===== src/rtl/prog_counter.sv =====
// prog_counter: parametrised registered up/down event counter.
// Counts over 0..MAX_VAL. At the bounds it either wraps or saturates.
// A prescaler divides the enable down to count steps.
// Outputs are a one-cycle terminal-count pulse and a sticky overflow flag.
// Priority in any cycle is clr > load > step.
module prog_counter #(
   parameter int               WIDTH    = 16,
   parameter logic [WIDTH-1:0] MAX_VAL  = {WIDTH{1'b1}},
   parameter bit               SATURATE = 1'b0,
   parameter int               PRESCALE = 1
) (
   input  logic             clk,
   input  logic             rst_n,
   input  logic             en,
   input  logic             up_dn,
   input  logic             clr,
   input  logic             load,
   input  logic [WIDTH-1:0] load_val,
   output logic [WIDTH-1:0] count,
   output logic             tc,
   output logic             ovf
);

   // The prescaler needs at least one bit, even when PRESCALE is 1 and it never leaves 0.
   localparam int PW = (PRESCALE > 1) ? $clog2(PRESCALE) : 1;
   localparam logic [PW-1:0]    PSC_LAST  = PW'(PRESCALE - 1);
   localparam logic [PW-1:0]    PSC_ONE   = {{(PW-1){1'b0}}, 1'b1};
   localparam logic [WIDTH-1:0] CNT_ONE   = {{(WIDTH-1){1'b0}}, 1'b1};
   localparam logic [WIDTH-1:0] CNT_ZERO  = '0;

   logic [WIDTH-1:0] count_q, count_d;
   logic [PW-1:0]    psc_q, psc_d;
   logic             tc_q, tc_d;
   logic             ovf_q, ovf_d;

   logic             step;
   logic             at_max;
   logic             at_zero;

   // A step happens on the enabled cycle that completes a prescaler period.
   assign step    = en && (psc_q == PSC_LAST);
   assign at_max  = (count_q == MAX_VAL);
   assign at_zero = (count_q == CNT_ZERO);

   // Next-state logic: clear, then load (clamped to MAX_VAL), then prescaled step.
   always_comb begin
      count_d = count_q;
      psc_d   = psc_q;
      tc_d    = 1'b0;
      ovf_d   = ovf_q;
      if (clr) begin
         count_d = CNT_ZERO;
         psc_d   = '0;
         ovf_d   = 1'b0;
      end else if (load) begin
         count_d = (load_val > MAX_VAL) ? MAX_VAL : load_val;
         psc_d   = '0;
      end else if (en) begin
         if (step) begin
            psc_d = '0;
            if (up_dn) begin
               if (at_max) begin
                  // Boundary step: wrap to 0 or hold at MAX_VAL, pulse tc in both modes
                  count_d = SATURATE ? MAX_VAL : CNT_ZERO;
                  tc_d    = 1'b1;
                  ovf_d   = 1'b1;
               end else begin
                  count_d = count_q + CNT_ONE;
               end
            end else begin
               if (at_zero) begin
                  count_d = SATURATE ? CNT_ZERO : MAX_VAL;
                  tc_d    = 1'b1;
                  ovf_d   = 1'b1;
               end else begin
                  count_d = count_q - CNT_ONE;
               end
            end
         end else begin
            psc_d = psc_q + PSC_ONE;
         end
      end
   end

   // State registers with asynchronous active-low reset.
   always_ff @(posedge clk or negedge rst_n) begin
      if (!rst_n) begin
         count_q <= CNT_ZERO;
         psc_q   <= '0;
         tc_q    <= 1'b0;
         ovf_q   <= 1'b0;
      end else begin
         count_q <= count_d;
         psc_q   <= psc_d;
         tc_q    <= tc_d;
         ovf_q   <= ovf_d;
      end
   end

   assign count = count_q;
   assign tc    = tc_q;
   assign ovf   = ovf_q;

endmodule


===== config.mk =====
export PLATFORM = sky130hd
export DESIGN_NAME = prog_counter
export DESIGN_NICKNAME = d
export VERILOG_FILES = /design/src/rtl/prog_counter.sv
export SDC_FILE = /design/constraint.sdc
export NUM_CORES = 1
export LEC_CHECK = 0
export ABC_AREA = 1
export ABC_CLOCK_PERIOD_IN_PS = 3610
export CAP_MARGIN = 10
export CORE_MARGIN = 10
export CORE_UTILIZATION = 50
export CTS_CLUSTER_DIAMETER = 200
export DETAILED_ROUTE_END_ITERATION = 8
export DONT_BUFFER_PORTS = 1
export PLACE_DENSITY_LB_ADDON = 0.05
export SLEW_MARGIN = 20
export SYNTH_ARGS = -nofsm -noshare
export SYNTH_HDL_FRONTEND = slang
export SYNTH_SLANG_ARGS = --single-unit

===== constraint.sdc =====
create_clock -name clk -period 3.61 [get_ports clk]
set_input_delay 0.722 -clock clk [delete_from_list [all_inputs] [get_ports clk]]
set_output_delay 0.722 -clock clk [all_outputs]
set_load 0.05 [all_outputs]

==> reports/qor.yml <==
power_and_ir_drop:
  p_leak_nw: 0.9611
  p_seq_share_pct: 49.0
  peakVddDrop_mv: 0.1879
  p_comb_share_pct: 28.8
  swShare_pct: 47.76
  p_per_area_nw_per_um2: 343.2
  clkPwrFrac_pct: 22.2
  p_sw_w: 0.0003549
  p_int_w: 0.0003883
  total_power_w: 0.0007432
cts:
  cts_tree: "yes"
  cts_root_buf: "clkbuf_8"
  numCtsBuffers: 3
  post_cts_resize_count: 0
  post_cts_buffers: 0
  cts_num_sinks: 19
  clkLatencyLatePin_ns: 0.27
  path_clk_slew_ns: 0.09
  cts_buffer_depth: 2
  cts_hold_buf: 0
  cts.htree.levels: 1
timing:
  timing.fmax_ghz: 0.4128
  slew_violations: 0
  tightest_slew_ns: 0.9216
  rsz0062_at_grt: "no"
  tns_ns: 0
  finalCriticalPeriod_ns: 2.422
  skew_ns: 0.002414
  finalSetupViolations: 0
  timing_hold_violations_final: 0
  slew_headroom_pct: 38.56
  timing.final.crit_share_pct: 67.10
  setup_slack_ns: 1.188
synthesis:
  synth_top_cell_by_area: "dfrtp_1"
  synth_area_leaders: "dfrtp_1 21%, nand2_1 12%, nand3_2 8.9%"
  synth.top_cell.area_share_pct: 21.18
  ys_warn_count: 0
  synth-seq-area-share_pct: 21.18
  synth_nets: 351
  synthCells: 326
  ys_seq_elements: 19
  netlist_area_um2: 2245
  synth_area_per_cell_um2: 6.885
  synthDistinctLibCells: 34
worst_setup_path:
  critPathKind: "flip-flop to flip-flop"
  cp_num_buf_inv: 1
  crit_required_ns: 3.78
  arrival_ns: 2.59
  critPathTopFamily: "flip-flops"
  cp_common_cell: "a21oi_2"
  cp_slowest_cell: "dfrtp_1"
  rrSetupSlack_ns: 1.19
  startpoint_type: "flip-flop"
  crit_chain: "inv_1 -> ha_1 -> nand2_1 -> nor2_1 -> a21oi_2 -> nand3_1 -> nand3_2 -> a21oi_2"
  path_max_fanout: 12
  end_kind: "flip-flop"
  cpPeakStageDelay_ns: 0.72
worst_hold_path:
  hold_path.class: "input pin to asynchronous set/reset pin"
layout:
  fin_nets: 335
  drive_above_1_share_pct: 22.33
  antenna_cells: 0
  fin_util_pct: 49.74
  area_growth_pct: -3.512
global_route:
  grt_pass1_wl_mm: 9.963
  antenna_found_initial: 0
  grt-ovfl-total: 0
  grtUsageTotal_pct: 16.34
  grt_pass1_vias: 1924
  grt_max_degree: 30
status:
  status: "completed"
routing:
  antenna_left: 0
  drtIter0Drc: 106
  via_count: 1939
  wl_mm: 5.851
  viasPerCell: 5.371
  route.detailed.drc: 0
  drt_first_pass_iters: 4
  wl_per_cell_um: 16.21
placement:
  dp_slack_ns: 1.191
  finalWeightedCongestion: 0.9191
  dp_hpwl_mm: 4.490
  io_buffers: 0
die:
  die_area_um2: 7569
  die_w_um: 87
  rows: 24
  die_y_um: 87
  ioPinCount: 40
  coreArea_um2: 4354
  initial_core_util_pct: 51.55
flow_run:
  drv_cap: 0
## stage by stage
| stage | cell area, um2 | hold WS, ns | cells |
|---|---|---|---|
| after floorplan | 2245 | 0.4264 | 326 |
| after global placement | 2117 | 0.4272 | 357 |
| after detailed placement | 2117 | 0.4274 | 357 |
| after CTS | 2166 | 0.1251 | 361 |
| after global routing | 2166 | 0.1146 | 361 |
| final | 2166 | 0.1384 | 361 |
## state kept, by name, indices dropped and copies added, names as in the netlist
name and count:
count 16, tc 1, psc_q 1, ovf 1
## cell families (layout without fill, tap and decap cells)
family	after synthesis	count (layout)	share of synthesized area (%)
buffers and inverters	60	43	15.11
and+or+nand+nor	202	202	48.33
xor gates and xnor gates	8	8	3.122
DFF	19	19	21.18
adders and majority gates	3	3	1.672
AOI/OAI and AO/OA	34	34	10.59
## Yosys cell counts (all sizes together)
cell type and n:
dfrtp 19, ha 3, nand4 7, a22oi 3, buf 19, a21oi 15
a31oi 1, nor2 58, o31ai 1, clkbuf 2, nor3 2, clkinv 1
o211ai 3, xor2 5, inv 38, nand3 55, o21ai 11, xnor2 3
nand2 80
## final timing paths
check | cells past startpoint | endpoint | from
worst min register to register | 2 | psc_q | psc_q
min in group clk | 2 | psc_q | psc_q
worst max register to register | 8 | count[15] | count[0]
max in group asynchronous | 0 | count[10] | rst_n
worst max-delay path | 8 | count[15] | count[0]
worst min-delay path | 0 | count[4] | rst_n
## layout make-up
cell class | count | area (um2)
multi-input cells | 247 | 1430
clock inverters | 1 | 7.507
well taps | 52 | 65.06
flip-flops and latches | 19 | 475.5
fillers | 465 | 2188
clock buffers | 3 | 41.29
inverters | 39 | 146.4
## layer usage
| layer | track usage, % | part of all wire [%] | vias up |
|---|---|---|---|
| li1 | - | - | 1002 |
| met1 | 21.73 | 45 | 869 |
| met2 | 24.78 | 45 | 61 |
| met3 | 4.307 | 8.8 | 7 |
| met4 | 5.449 | 1.3 | 0 |
| met5 | 0 | 0 | - |
## placed cells by master (no fill, tap or decap), types with 5 or more instances in the layout
cell type and instances:
nand3_1 34, a21oi_2 8, a21oi_1 7, xor2_1 5, nand2_1 70, nor2_4 9, o21ai_0 10, inv_1 36
nand2_2 9, nand3_2 20, nand4_1 7, nor2_1 38, dfrtp_1 19, nor2_2 11
## power by group through the flow
stage               logic, W  clock network [W]  registers [W]
floorplan           0.000245                  0       0.000325
global placement    0.000212                  0       0.000370
detailed placement  0.000214                  0       0.000370
CTS                 0.000215           0.000174       0.000365
global route        0.000243           0.000181       0.000372
finish              0.000214           0.000165       0.000364
Note: power is estimated with default switching activity, not from simulation.
